==> config.mk <==
export PLATFORM = sky130hd
export DESIGN_NAME = wavegen_poly_flat
export DESIGN_NICKNAME = d
export VERILOG_FILES = /design/src/rtl/wavegen_poly_if.sv /design/src/rtl/wavegen_poly.sv /design/src/flat_wrapper.sv
export SDC_FILE = /design/constraint.sdc
export NUM_CORES = 1
export LEC_CHECK = 0
export CAP_MARGIN = 20
export CORE_ASPECT_RATIO = 0.5
export CORE_UTILIZATION = 55
export CTS_CLUSTER_SIZE = 12
export DETAILED_ROUTE_END_ITERATION = 6
export GPL_TIMING_DRIVEN = 0
export PLACE_DENSITY = 0.81
export SLEW_MARGIN = 20
export SYNTH_ARGS = -nofsm -noshare
export SYNTH_HDL_FRONTEND = slang
export SYNTH_SLANG_ARGS = --single-unit
==> constraint.sdc <==
create_clock -name Clock -period 10 [get_ports Clock]
set_clock_uncertainty 0.2 [all_clocks]
set_input_delay 3 -clock Clock [delete_from_list [all_inputs] [get_ports Clock]]
set_output_delay 3 -clock Clock [all_outputs]
set_load 0.03 [all_outputs]
==> src/rtl/wavegen_poly_if.sv <==
// Config/tick/sample bundle between the voice controller, the wavegen_poly oscillator bank and the mixer.
interface wavegen_poly_if #(
   parameter int unsigned WAVE_DEPTH  = 8,
   parameter int unsigned PHASE_DEPTH = 16,
   parameter int unsigned CH_BITS     = 2
);
   logic                   CfgWrite;
   logic [CH_BITS-1:0]     CfgChan;
   logic [PHASE_DEPTH-1:0] CfgIncr;
   logic [1:0]             CfgType;
   logic [WAVE_DEPTH-1:0]  CfgDuty;
   logic                   CfgGate;
   logic                   Tick;
   logic                   Busy;
   logic                   SampleValid;
   logic [CH_BITS-1:0]     SampleChan;
   logic [WAVE_DEPTH-1:0]  Sample;
   logic                   Overrun;

   modport master (
      output CfgWrite, CfgChan, CfgIncr, CfgType, CfgDuty, CfgGate, Tick,
      input  Busy, SampleValid, SampleChan, Sample, Overrun
   );

   modport slave (
      input  CfgWrite, CfgChan, CfgIncr, CfgType, CfgDuty, CfgGate, Tick,
      output Busy, SampleValid, SampleChan, Sample, Overrun
   );
endinterface

==> src/rtl/wavegen_poly.sv <==
// Time-multiplexed oscillator bank: one channel evaluated per cycle during a Tick-started sweep.
// Optional WAVEGEN_NOISE_EN makes type 11 a per-channel 16-bit LFSR noise source (else type 11 outputs MID).
module wavegen_poly #(
   parameter int unsigned WAVE_DEPTH  = 8,
   parameter int unsigned PHASE_DEPTH = 16,
   parameter int unsigned CHANNELS    = 4,
   parameter int unsigned CH_BITS     = 2
) (
   input logic          Clock,
   input logic          Reset,
   wavegen_poly_if.slave bus
);
   localparam logic [WAVE_DEPTH-1:0] MID  = WAVE_DEPTH'(1) << (WAVE_DEPTH - 1);
   localparam logic [WAVE_DEPTH-1:0] MAX  = '1;
   localparam logic [CH_BITS-1:0]    LAST = CH_BITS'(CHANNELS - 1);

   typedef enum logic {IDLE, SCAN} state_t;
   state_t state, state_next;

   logic [CH_BITS-1:0]     ch;
   logic                   busy;
   logic [PHASE_DEPTH-1:0] phase [CHANNELS];
   logic [PHASE_DEPTH-1:0] incr  [CHANNELS];
   logic [1:0]             wtype [CHANNELS];
   logic [WAVE_DEPTH-1:0]  duty  [CHANNELS];
   logic                   gate  [CHANNELS];

   logic                   sample_valid;
   logic [CH_BITS-1:0]     sample_chan;
   logic [WAVE_DEPTH-1:0]  sample;
   logic                   overrun;

   logic [PHASE_DEPTH-1:0] sel_phase;
   logic [1:0]             sel_type;
   logic [WAVE_DEPTH-1:0]  sel_duty;
   logic                   sel_gate;
   logic [WAVE_DEPTH-1:0]  p, tri_t, wave;
`ifdef WAVEGEN_NOISE_EN
   logic [15:0]            lfsr [CHANNELS];
   logic [15:0]            sel_lfsr;
`endif

   always_ff @(posedge Clock) begin
      if (Reset) state <= IDLE;
      else       state <= state_next;
   end

   always_comb begin
      state_next = state;
      busy       = 1'b0;
      case (state)
         IDLE: if (bus.Tick) state_next = SCAN;
         SCAN: begin
            busy = 1'b1;
            if (ch == LAST) state_next = IDLE;
         end
         default: state_next = IDLE;
      endcase
   end

   // Channel select is a compare-mux so a non-power-of-two CHANNELS never indexes past the arrays.
   always_comb begin
      sel_phase = '0;
      sel_type  = 2'b00;
      sel_duty  = MID;
      sel_gate  = 1'b0;
`ifdef WAVEGEN_NOISE_EN
      sel_lfsr  = '0;
`endif
      for (int unsigned i = 0; i < CHANNELS; i++) begin
         if (ch == CH_BITS'(i)) begin
            sel_phase = phase[i];
            sel_type  = wtype[i];
            sel_duty  = duty[i];
            sel_gate  = gate[i];
`ifdef WAVEGEN_NOISE_EN
            sel_lfsr  = lfsr[i];
`endif
         end
      end
   end

   always_comb begin
      p     = sel_phase[PHASE_DEPTH-1 -: WAVE_DEPTH];
      tri_t = {p[WAVE_DEPTH-2:0], 1'b0};
      wave  = MID;
      if (sel_gate) begin
         case (sel_type)
            2'b00:   wave = p;
            2'b01:   wave = (p < sel_duty) ? MAX : '0;
            2'b10:   wave = p[WAVE_DEPTH-1] ? (MAX - tri_t) : tri_t;
`ifdef WAVEGEN_NOISE_EN
            default: wave = sel_lfsr[15 -: WAVE_DEPTH];
`else
            default: wave = MID;
`endif
         endcase
      end
   end

   always_ff @(posedge Clock) begin
      if (Reset) begin
         for (int unsigned i = 0; i < CHANNELS; i++) begin
            phase[i] <= '0;
            incr[i]  <= '0;
            wtype[i] <= 2'b00;
            duty[i]  <= MID;
            gate[i]  <= 1'b0;
`ifdef WAVEGEN_NOISE_EN
            lfsr[i]  <= 16'hACE1;
`endif
         end
         ch           <= '0;
         sample_valid <= 1'b0;
         sample_chan  <= '0;
         sample       <= '0;
         overrun      <= 1'b0;
      end else begin
         sample_valid <= busy;
         if (busy) begin
            sample_chan <= ch;
            sample      <= wave;
            ch          <= (ch == LAST) ? '0 : ch + 1'b1;
         end
         if (bus.Tick && busy) overrun <= 1'b1;
         for (int unsigned i = 0; i < CHANNELS; i++) begin
            if (busy && ch == CH_BITS'(i)) begin
               phase[i] <= gate[i] ? phase[i] + incr[i] : '0;
`ifdef WAVEGEN_NOISE_EN
               if (gate[i])
                  lfsr[i] <= {lfsr[i][14:0], lfsr[i][15] ^ lfsr[i][13] ^ lfsr[i][12] ^ lfsr[i][10]};
`endif
            end
            // Config registers are read by the evaluation above, so a same-cycle write lands after it.
            if (bus.CfgWrite && bus.CfgChan == CH_BITS'(i)) begin
               incr[i]  <= bus.CfgIncr;
               wtype[i] <= bus.CfgType;
               duty[i]  <= bus.CfgDuty;
               gate[i]  <= bus.CfgGate;
            end
         end
      end
   end

   assign bus.Busy        = busy;
   assign bus.SampleValid = sample_valid;
   assign bus.SampleChan  = sample_chan;
   assign bus.Sample      = sample;
   assign bus.Overrun     = overrun;
endmodule

==> src/flat_wrapper.sv <==
// flat-port wrapper written by rule: the top's interface ports become plain ports
module wavegen_poly_flat 
#(
   parameter int unsigned WAVE_DEPTH  = 8,
   parameter int unsigned PHASE_DEPTH = 16,
   parameter int unsigned CHANNELS    = 4,
   parameter int unsigned CH_BITS     = 2
)
  (Clock, Reset, bus_CfgWrite, bus_CfgChan, bus_CfgIncr, bus_CfgType, bus_CfgDuty, bus_CfgGate, bus_Tick, bus_Busy, bus_SampleValid, bus_SampleChan, bus_Sample, bus_Overrun);
  wavegen_poly_if #(.WAVE_DEPTH(WAVE_DEPTH), .PHASE_DEPTH(PHASE_DEPTH), .CH_BITS(CH_BITS)) bus_i ();
  input logic Clock;
  input logic Reset;
  input wire logic [$bits(bus_i.CfgWrite)-1:0] bus_CfgWrite;
  input wire logic [$bits(bus_i.CfgChan)-1:0] bus_CfgChan;
  input wire logic [$bits(bus_i.CfgIncr)-1:0] bus_CfgIncr;
  input wire logic [$bits(bus_i.CfgType)-1:0] bus_CfgType;
  input wire logic [$bits(bus_i.CfgDuty)-1:0] bus_CfgDuty;
  input wire logic [$bits(bus_i.CfgGate)-1:0] bus_CfgGate;
  input wire logic [$bits(bus_i.Tick)-1:0] bus_Tick;
  output wire logic [$bits(bus_i.Busy)-1:0] bus_Busy;
  output wire logic [$bits(bus_i.SampleValid)-1:0] bus_SampleValid;
  output wire logic [$bits(bus_i.SampleChan)-1:0] bus_SampleChan;
  output wire logic [$bits(bus_i.Sample)-1:0] bus_Sample;
  output wire logic [$bits(bus_i.Overrun)-1:0] bus_Overrun;
  assign bus_i.CfgWrite = bus_CfgWrite;
  assign bus_i.CfgChan = bus_CfgChan;
  assign bus_i.CfgIncr = bus_CfgIncr;
  assign bus_i.CfgType = bus_CfgType;
  assign bus_i.CfgDuty = bus_CfgDuty;
  assign bus_i.CfgGate = bus_CfgGate;
  assign bus_i.Tick = bus_Tick;
  assign bus_Busy = bus_i.Busy;
  assign bus_SampleValid = bus_i.SampleValid;
  assign bus_SampleChan = bus_i.SampleChan;
  assign bus_Sample = bus_i.Sample;
  assign bus_Overrun = bus_i.Overrun;
  wavegen_poly #(.WAVE_DEPTH(WAVE_DEPTH), .PHASE_DEPTH(PHASE_DEPTH), .CHANNELS(CHANNELS), .CH_BITS(CH_BITS)) u_core (.Clock(Clock), .Reset(Reset), .bus(bus_i));
endmodule
# Word-level counts from Yosys, hierarchy flattened
# Memories as Yosys holds them, arrays and structs flattened.
# Index checks and enable logic that the tools add are counted.
dict set report classes {
  reduce_logical 12
  bitwise_logic 21
  shifts 0
  mul 0
  div_mod_pow 0
  n_lt_le_gt_ge 1
  muxes 75
  addsub 6
  n_eq_ne 8
}
# cell count
set op_table {}
lappend op_table {{$mux W16} 16}
lappend op_table {{$mux W8} 11}
lappend op_table {{$add A16 B16 Y16} 4}
lappend op_table {{$mux W1} 37}
lappend op_table {{$pmux W8 S3} 1}
lappend op_table {{$or A1 B1 Y1} 20}
lappend op_table {{$mux W2} 9}
lappend op_table {{$eq A2 B2 Y1 const B} 5}
lappend op_table {{$logic_and A1 B1 Y1} 9}
lappend op_table {{$lt A8 B8 Y1} 1}
lappend op_table {{$sub A8 B8 Y8 const A} 1}
lappend op_table {{$eq A2 B1 Y1 const B} 3}
lappend op_table {{$logic_not A2 Y1} 3}
lappend op_table {{$add A2 B1 Y2 const B} 1}
lappend op_table {{$pmux W1 S2} 1}
lappend op_table {{$not A1 Y1} 1}
dict set report totals {
  reg_bits 15
  elab_cells 134
  inputBits 33
  latch_bits 0
  ram_bits 172
  rom_bits 0
  n_memories 5
  output_inout_bits 13
}
# memory depth word_bits read_ports rd_clocked_by_memory_dff wr line_no
set mem_list {}
lappend mem_list {u_core.incr 4 16 4 0 4 wavegen_poly.sv:23} ;# logic [PHASE_DEPTH-1:0] incr [CHANNELS];
lappend mem_list {u_core.phase 4 16 4 0 4 wavegen_poly.sv:22} ;# logic [PHASE_DEPTH-1:0] phase [CHANNELS];
lappend mem_list {u_core.duty 4 8 4 0 4 wavegen_poly.sv:25} ;# logic [WAVE_DEPTH-1:0] duty [CHANNELS];
lappend mem_list {u_core.wtype 4 2 4 0 4 wavegen_poly.sv:24} ;# logic [1:0] wtype [CHANNELS];
lappend mem_list {u_core.gate 4 1 4 0 4 wavegen_poly.sv:26} ;# logic gate [CHANNELS];

# Longest topological paths before layout
# Gate-level depths: netlist of the first run.
dict set report logic_depth {
  ltp_word 9
  mapped_depth 18
  mapped_depth_nobuf 16
}

# Worst setup path after synthesis of the first run
# Ideal clock, no wire load.
dict set report synth_timing {
  path_kind {input -> register}
  start {input bus_CfgChan[1]}
  end {memory u_core.duty[0][0] (enable)}
  path_stages 2
  setup_time_ps 417
  path_slack_ps 4890
  arrival_time_ps 4493
  path_buffers 0
  required_time_ps 9383
  path_cell_list {nand2b_1 -> o21bai_1}
}
# element line_no
set synth_rtl {}
lappend synth_rtl {{start, declared} flat_wrapper.sv:14} ;# input wire logic [$bits(bus_i.CfgChan)-1:0] bus_CfgChan;
lappend synth_rtl {{end, declared} wavegen_poly.sv:25}

==> results.py, run 1 <==
metrics = {
    "route": {
        "drt-initial-drc-count": 578,
        "via_per_inst": 5.99,
        "vias": 7645,
        "route.detailed.drc": 0,
        "route.final.wire_length_um": 25800,
        "ant_nets": 0,
        "post_drt_wl_per_cell_um": 20.2,
        "drtPass1Iterations": 5,
    },
    "setup_path": {
        "crit_type": "input port to register",
        "crit_fanout": 10,
        "end_kind": "register",
        "cp.required_ns": 10.11,
        "critPathLaunchType": "input port",
        "worstPathArrival_ns": 5.08,
    },
    "power_and_ir_drop": {
        "total_leakage_power_nw": 4.74,
        "vdd_drop_max_uv": 136,
        "power_mw": 2.02,
        "p_per_area_nw_per_um2": 169,
    },
    "yosys": {
        "synth-seq-cells": 187,
        "syn-cell-area_um2": 10500,
        "synthCells": 937,
        "async_reset_ff_frac": 0,
        "synth_fp_nets": 1045,
        "yosysWarnings": 0,
        "synth.yosys.seq_area_share": 0.520,
        "yosysUniqueCellTypes": 72,
        "syn_avg_cell_area_um2": 11.2,
        "synth_ff_type": "edfxtp_1",
        "synth_edf_count": 172,
    },
    "cells_and_area": {
        "fin_cells": 1276,
        "antenna_cells": 0,
        "area_delta_synth_final_pct": 14.1,
        "fillers": 1362,
        "drive_gt1_frac": 0.0728,
        "finalNetCount": 1112,
        "final_area_um2": 12000,
    },
    "global_routing": {
        "grt_usage": 0.272,
        "grt.overflow.total": 0,
        "grt_antenna_before_repair": 5,
        "grt_max_degree": 27,
        "grt_pass1_vias": 7510,
        "grt_pass1_wl_um": 39800,
    },
    "clock_network": {
        "clkSinkCount": 187,
        "htreeDepth": 4,
        "cts_tree": "yes",
        "clock_latency_ns": 0.45,
        "root_buffer": "clkbuf_16",
        "cts.path.max_buffers": 2,
        "post_cts_buffers": 0,
        "cts_inserted_buffers": 17,
        "cts.clk_slew.worst_paths_ns": 0.07,
        "cts_resized": 0,
        "postCtsHoldBufs": 0,
    },
    "placed_design": {
        "portBuffers": 44,
        "pre_cts_ws_ns": 4.59,
        "gp_congestion": 0.931,
        "post-place-cells": 1244,
        "hpwl_um": 18500,
        "postPlaceCellArea_um2": 11400,
    },
    "sta": {
        "max_slew_margin": 0.314,
        "tightestPinTransition_ns": 1.02,
        "finalHoldViolCount": 0,
        "finalWorstSetupSlack_ns": 5.04,
        "rsz0062_at_grt": "no",
        "report.final.slew_viol_count": 0,
        "min_period_ns": 4.96,
        "period_share": 0.496,
        "finalSetupViolations": 0,
        "max_freq_mhz": 201,
        "setup_tns_ns": 0,
    },
    "floorplan": {
        "io-pin-count": 46,
        "die_h_um": 99.7,
        "die-area_um2": 19700,
        "start_util": 0.567,
        "die_w_um": 197,
        "num_rows": 35,
        "coreArea_um2": 18500,
    },
    "run_status": {
        "status": "finished, final reports clean",
    },
    "job": {
        "cap_violations": 0,
    },
    "hold_path": {
        "hold_path_class": "register to register",
    },
}
==> state kept, by name, summed over array words and instances (netlist names) <==
signal and cells:
u_core.bus.Overrun 1, u_core.bus.Sample 8, u_core.bus.SampleChan 2, u_core.bus.SampleValid 1, u_core.ch 2, u_core.duty 32
u_core.gate 4, u_core.incr 64, u_core.phase 64, u_core.state 1, u_core.wtype 8
==> final timing paths <==
| path | from | end | slack (ns) | depth (start not counted) |
|---|---|---|---|---|
| setup / recovery | bus_CfgChan[1] | u_core.incr[0][2] | 5.04 | 5 |
| hold / removal | u_core.bus.Sample[0] | u_core.bus.Sample[0] | 0.26 | 1 |
| setup reg to reg | u_core.ch[0] | u_core.bus.Sample[6] | 5.91 | 17 |
| hold reg to reg | u_core.bus.Sample[0] | u_core.bus.Sample[0] | 0.26 | 1 |
==> power breakdown <==
group	internal [mW]	leakage, nW	switching (mW)	total, mW
combinational	0.163	2.60	0.236	0.399
clock	0.353	0.281	0.330	0.683
sequential	0.908	1.85	0.0271	0.936
==> layout make-up <==
cell class	instances	area (um^2)	share of cell area
Sequential cell	187	5470	0.456
Multi-Input combinational cell	694	4850	0.405
Timing Repair Buffer	48	528	0.0441
Clock buffer	17	425	0.0355
Tap cell	259	324	0.0271
Clock inverter	15	154	0.0128
Buffer	31	136	0.0114
Inverter	25	93.8	0.00784
==> cells in the mapped netlist, drive strengths merged, types with 13 or more instances <==
library cell  instances  area share
xnor2                16       0.013
nor2                 76       0.028
a21o                 29       0.021
nor3                 25       0.012
o21a                 13      0.0093
inv                  24      0.0086
edfxtp              172        0.49
a21oi                66       0.032
nand2                35       0.013
and2                114       0.068
nand2b               16      0.0095
ha                   71       0.085
clkbuf               19      0.0068
nor2b                16      0.0095
nand3                15      0.0071
dfxtp                15       0.029
o21ai                32       0.016
xor2                 23       0.019
==> cells by family after synthesis <==
| group | synth area share |
|---|---|
| adder cells (fa/ha/maj) | 0.0922 |
| XOR/XNOR | 0.0325 |
| buffers and inverters | 0.0219 |
| AND/OR/NAND/NOR | 0.183 |
| flip-flops | 0.520 |
| multiplexers | 0.00786 |
| AO/OA/AOI/OAI | 0.142 |
==> routing by layer <==
metal | up-vias | track usage | share of wire
met2 | 299 | 0.441 | 0.46
met1 | 3694 | 0.355 | 0.42
met4 | 0 | 0.0972 | 0.024
met5 | - | 0 | 0
li1 | 3596 | - | -
met3 | 56 | 0.0695 | 0.092
==> through the flow <==
stage	utilization	hold WS, ns
after floorplan	-	0.333
after global placement	0.608	0.237
after detailed placement	0.615	0.247
after CTS	0.647	0.264
after global routing	0.647	0.293
final	0.647	0.259
==> layout by cell type, fill, tap and decap left out, types with 8 or more instances in the layout <==
master	n
nand2_1	35
nor2_1	74
nand4_1	8
nand3_1	15
a21o_1	28
edfxtp_1	172
nand2b_1	16
clkbuf_1	19
xor2_1	23
a22oi_1	11
ha_1	71
or3_1	10
and3_1	12
clkdlybuf4s50_1	44
inv_1	24
a211oi_1	8
a21oi_1	65
xnor2_1	16
nor2b_1	16
o21a_1	13
clkbuf_16	17
dfxtp_1	15
o21ai_0	30
nor3_1	25
and2_1	114
==> critical path, cell delays in order <==
cell and delay [ns]:
clkdlybuf4s50_1 0.42, nand2b_1 0.28, nor3_1 0.83, clkbuf_1 0.37, and2_1 0.18
No activity file was read; power rests on OpenSTA's default activity.
==> run 2, diff against run 1 <==
--- a/config.mk
+++ b/config.mk
@@ -11,7 +11,7 @@
 export CTS_CLUSTER_SIZE = 12
 export DETAILED_ROUTE_END_ITERATION = 6
 export GPL_TIMING_DRIVEN = 0
-export PLACE_DENSITY = 0.81
+export PLACE_DENSITY = 0.84
 export SLEW_MARGIN = 20
 export SYNTH_ARGS = -nofsm -noshare
 export SYNTH_HDL_FRONTEND = slang
==> constraint.sdc (replaced) <==
create_clock -name Clock -period 4.55 [get_ports Clock]
set_clock_uncertainty 0.2 [all_clocks]
set_input_delay 1.365 -clock Clock [delete_from_list [all_inputs] [get_ports Clock]]
set_output_delay 1.365 -clock Clock [all_outputs]
set_load 0.03 [all_outputs]
==> run 2 against run 1 <==
  * Sequential cell count unchanged
  * Critical path depth increased by 11
  * Final cell count is 0.16% higher
  * First-iteration DRC count rose by 19%
  * Sequential share of layout area is 0.052 points lower
  * Hold slack worse by 0.0040 ns
  * Critical path type is now register to register
  * Combinational power grew 120%
==> results.py, run 2 (synthesized netlist as in run 1, its figures left out) <==
metrics = {
    "run_status": {
        "status": "finished, final reports clean",
    },
    "global_routing": {
        "grt_pass1_vias": 7621,
        "grt.overflow.total": 0,
        "grt_pass1_wl_um": 40600,
        "grt_antenna_before_repair": 2,
        "grt_max_degree": 27,
        "grt_usage": 0.275,
    },
    "job": {
        "cap_violations": 0,
    },
    "cells_and_area": {
        "finalCoreUtilization": 0.647,
        "drive_gt1_frac": 0.0718,
        "area_delta_synth_final_pct": 14.2,
        "reg.largest.list": "u_core.incr: 64 flops, u_core.phase: 64 flops, u_core.duty: 32 flops",
        "final_area_um2": 12000,
        "final_common_cell": "edfxtp_1",
        "finalNetCount": 1112,
        "mostFrequentLayoutCells": "172 x edfxtp_1, 114 x and2_1, 74 x nor2_1",
    },
    "power_and_ir_drop": {
        "vdd_drop_max_uv": 298,
        "p_per_area_nw_per_um2": 370,
        "total_leakage_power_nw": 4.74,
        "power_mw": 4.43,
    },
    "hold_path": {
        "hold_path_class": "register to register",
    },
    "clock_network": {
        "cts_inserted_buffers": 17,
        "clock_latency_ns": 0.44,
        "post_cts_buffers": 0,
        "cts.clk_slew.worst_paths_ns": 0.08,
        "cts_tree": "yes",
        "root_buffer": "clkbuf_16",
        "cts_resized": 0,
        "htreeDepth": 4,
        "cts.path.max_buffers": 2,
        "clkSinkCount": 187,
        "postCtsHoldBufs": 0,
    },
    "floorplan": {
        "die_h_um": 99.7,
        "num_rows": 35,
        "die_w_um": 197,
        "die-area_um2": 19700,
        "coreArea_um2": 18500,
        "start_util": 0.567,
        "io-pin-count": 46,
    },
    "sta": {
        "report.final.slew_viol_count": 0,
        "finalHoldViolCount": 0,
        "timing.hold.ws_ns": 0.255,
        "rsz0062_at_grt": "no",
        "min_period_ns": 4.09,
        "setup_tns_ns": 0,
        "finalSetupViolations": 0,
        "tightestPinTransition_ns": 0.923,
        "max_freq_mhz": 244,
        "max_slew_margin": 0.385,
        "period_share": 0.899,
    },
    "route": {
        "route.detailed.drc": 0,
        "route.final.wire_length_um": 25900,
        "ant_nets": 0,
        "via_per_inst": 6.06,
        "vias": 7750,
        "drt-initial-drc-count": 687,
        "post_drt_wl_per_cell_um": 20.2,
        "drtPass1Iterations": 5,
    },
    "setup_path": {
        "cp-endpoint": "u_core.bus.Sample[1]",
        "path_cells": "ha_1 -> buf_2 -> buf_1 -> clkbuf_1 -> nor2_1 -> a21oi_1 -> nor2_1 -> a21oi_1 -> ha_1 -> a21oi_1 -> nor2b_1 -> o21ai_0 -> o21ai_0 -> or4_4 -> nor2_4 -> a221o_1",
        "critPathLaunchType": "register",
        "crit_top_cell": "a21oi_1",
        "worst_r2r_path_depth": 16,
        "cp.required_ns": 4.73,
        "worstPathArrival_ns": 4.27,
        "crit_type": "register to register",
        "end_kind": "register",
        "reg2reg_slack_ns": 0.46,
        "rr_startpoint": "u_core.ch[1]",
        "critPathMaxStageDelay_ns": 0.46,
        "crit_fanout": 10,
        "cp-startpoint": "u_core.ch[1]",
        "cp_slowest_cell": "or4_4",
        "r2r-end": "u_core.bus.Sample[1]",
    },
    "placed_design": {
        "portBuffers": 44,
        "gp_congestion": 0.926,
        "hpwl_um": 18800,
        "postPlaceCellArea_um2": 11400,
    },
}
==> run 2: cell count changes in the layout (fill, tap and decap cells not counted), sizes merged <==
| cell | previous run | this run |
|---|---|---|
| clkinvlp | 2 | 1 |
| diode | 0 | 2 |
| clkinv | 5 | 6 |
==> run 2: metrics by stage <==
step                      std cells  setup WS [ns]
final                          1278          0.460
after global routing           1276          0.152
after CTS                      1276          0.519
after detailed placement       1244          0.577
after global placement         1240         -0.149
after floorplan                 937           1.08
==> run 2: how the worst min path moves through the flow <==
stage                          from                    to  slack (ns)  depth (start not counted)
2_1_floorplan          u_core.ch[1]          u_core.ch[1]        0.33                          2
3_3_place_gp   u_core.bus.Sample[0]  u_core.bus.Sample[0]        0.24                          1
3_5_place_dp   u_core.bus.Sample[0]  u_core.bus.Sample[0]        0.24                          1
4_1_cts        u_core.bus.Sample[0]  u_core.bus.Sample[0]        0.25                          1
5_1_grt        u_core.bus.Sample[0]  u_core.bus.Sample[0]        0.29                          1
6_report       u_core.bus.Sample[0]  u_core.bus.Sample[0]        0.25                          1
==> run 2: routing by layer <==
layer  GRT usage  routed length, um
met5           0                  0
met4      0.0918                610
met3      0.0539               2300
met2       0.446              12000
met1       0.374              10900
==> run 2: area by class of cell <==
type                    instances  area [um^2]
multi-input cells             694         4850
clock buffers                  17          425
plain buffers                  31          136
repair buffers                 48          536
clock inverters                15          155
fillers                      1383         6530
well taps                     259          324
diodes                          2         5.00
flip-flops and latches        187         5470
inverters                      25         93.8
==> run 2: worst max-delay path, delay by kind of cell (launching register included) <==
kind / cells / cell delay (ns)
AO/OA/AOI/OAI: 6 / 0.80
buffers and inverters: 3 / 1.15
adder cells (fa/ha/maj): 2 / 0.59
AND/OR/NAND/NOR: 5 / 0.83
flip-flops: 1 / 0.43
==> run 2: power by group <==
group          total (mW)  leakage, nW  switching [mW]  internal (mW)
clock                1.50        0.285           0.719          0.779
sequential           2.06         1.85          0.0588           2.00
combinational       0.880         2.60           0.520          0.360
total                4.43         4.74            1.30           3.13
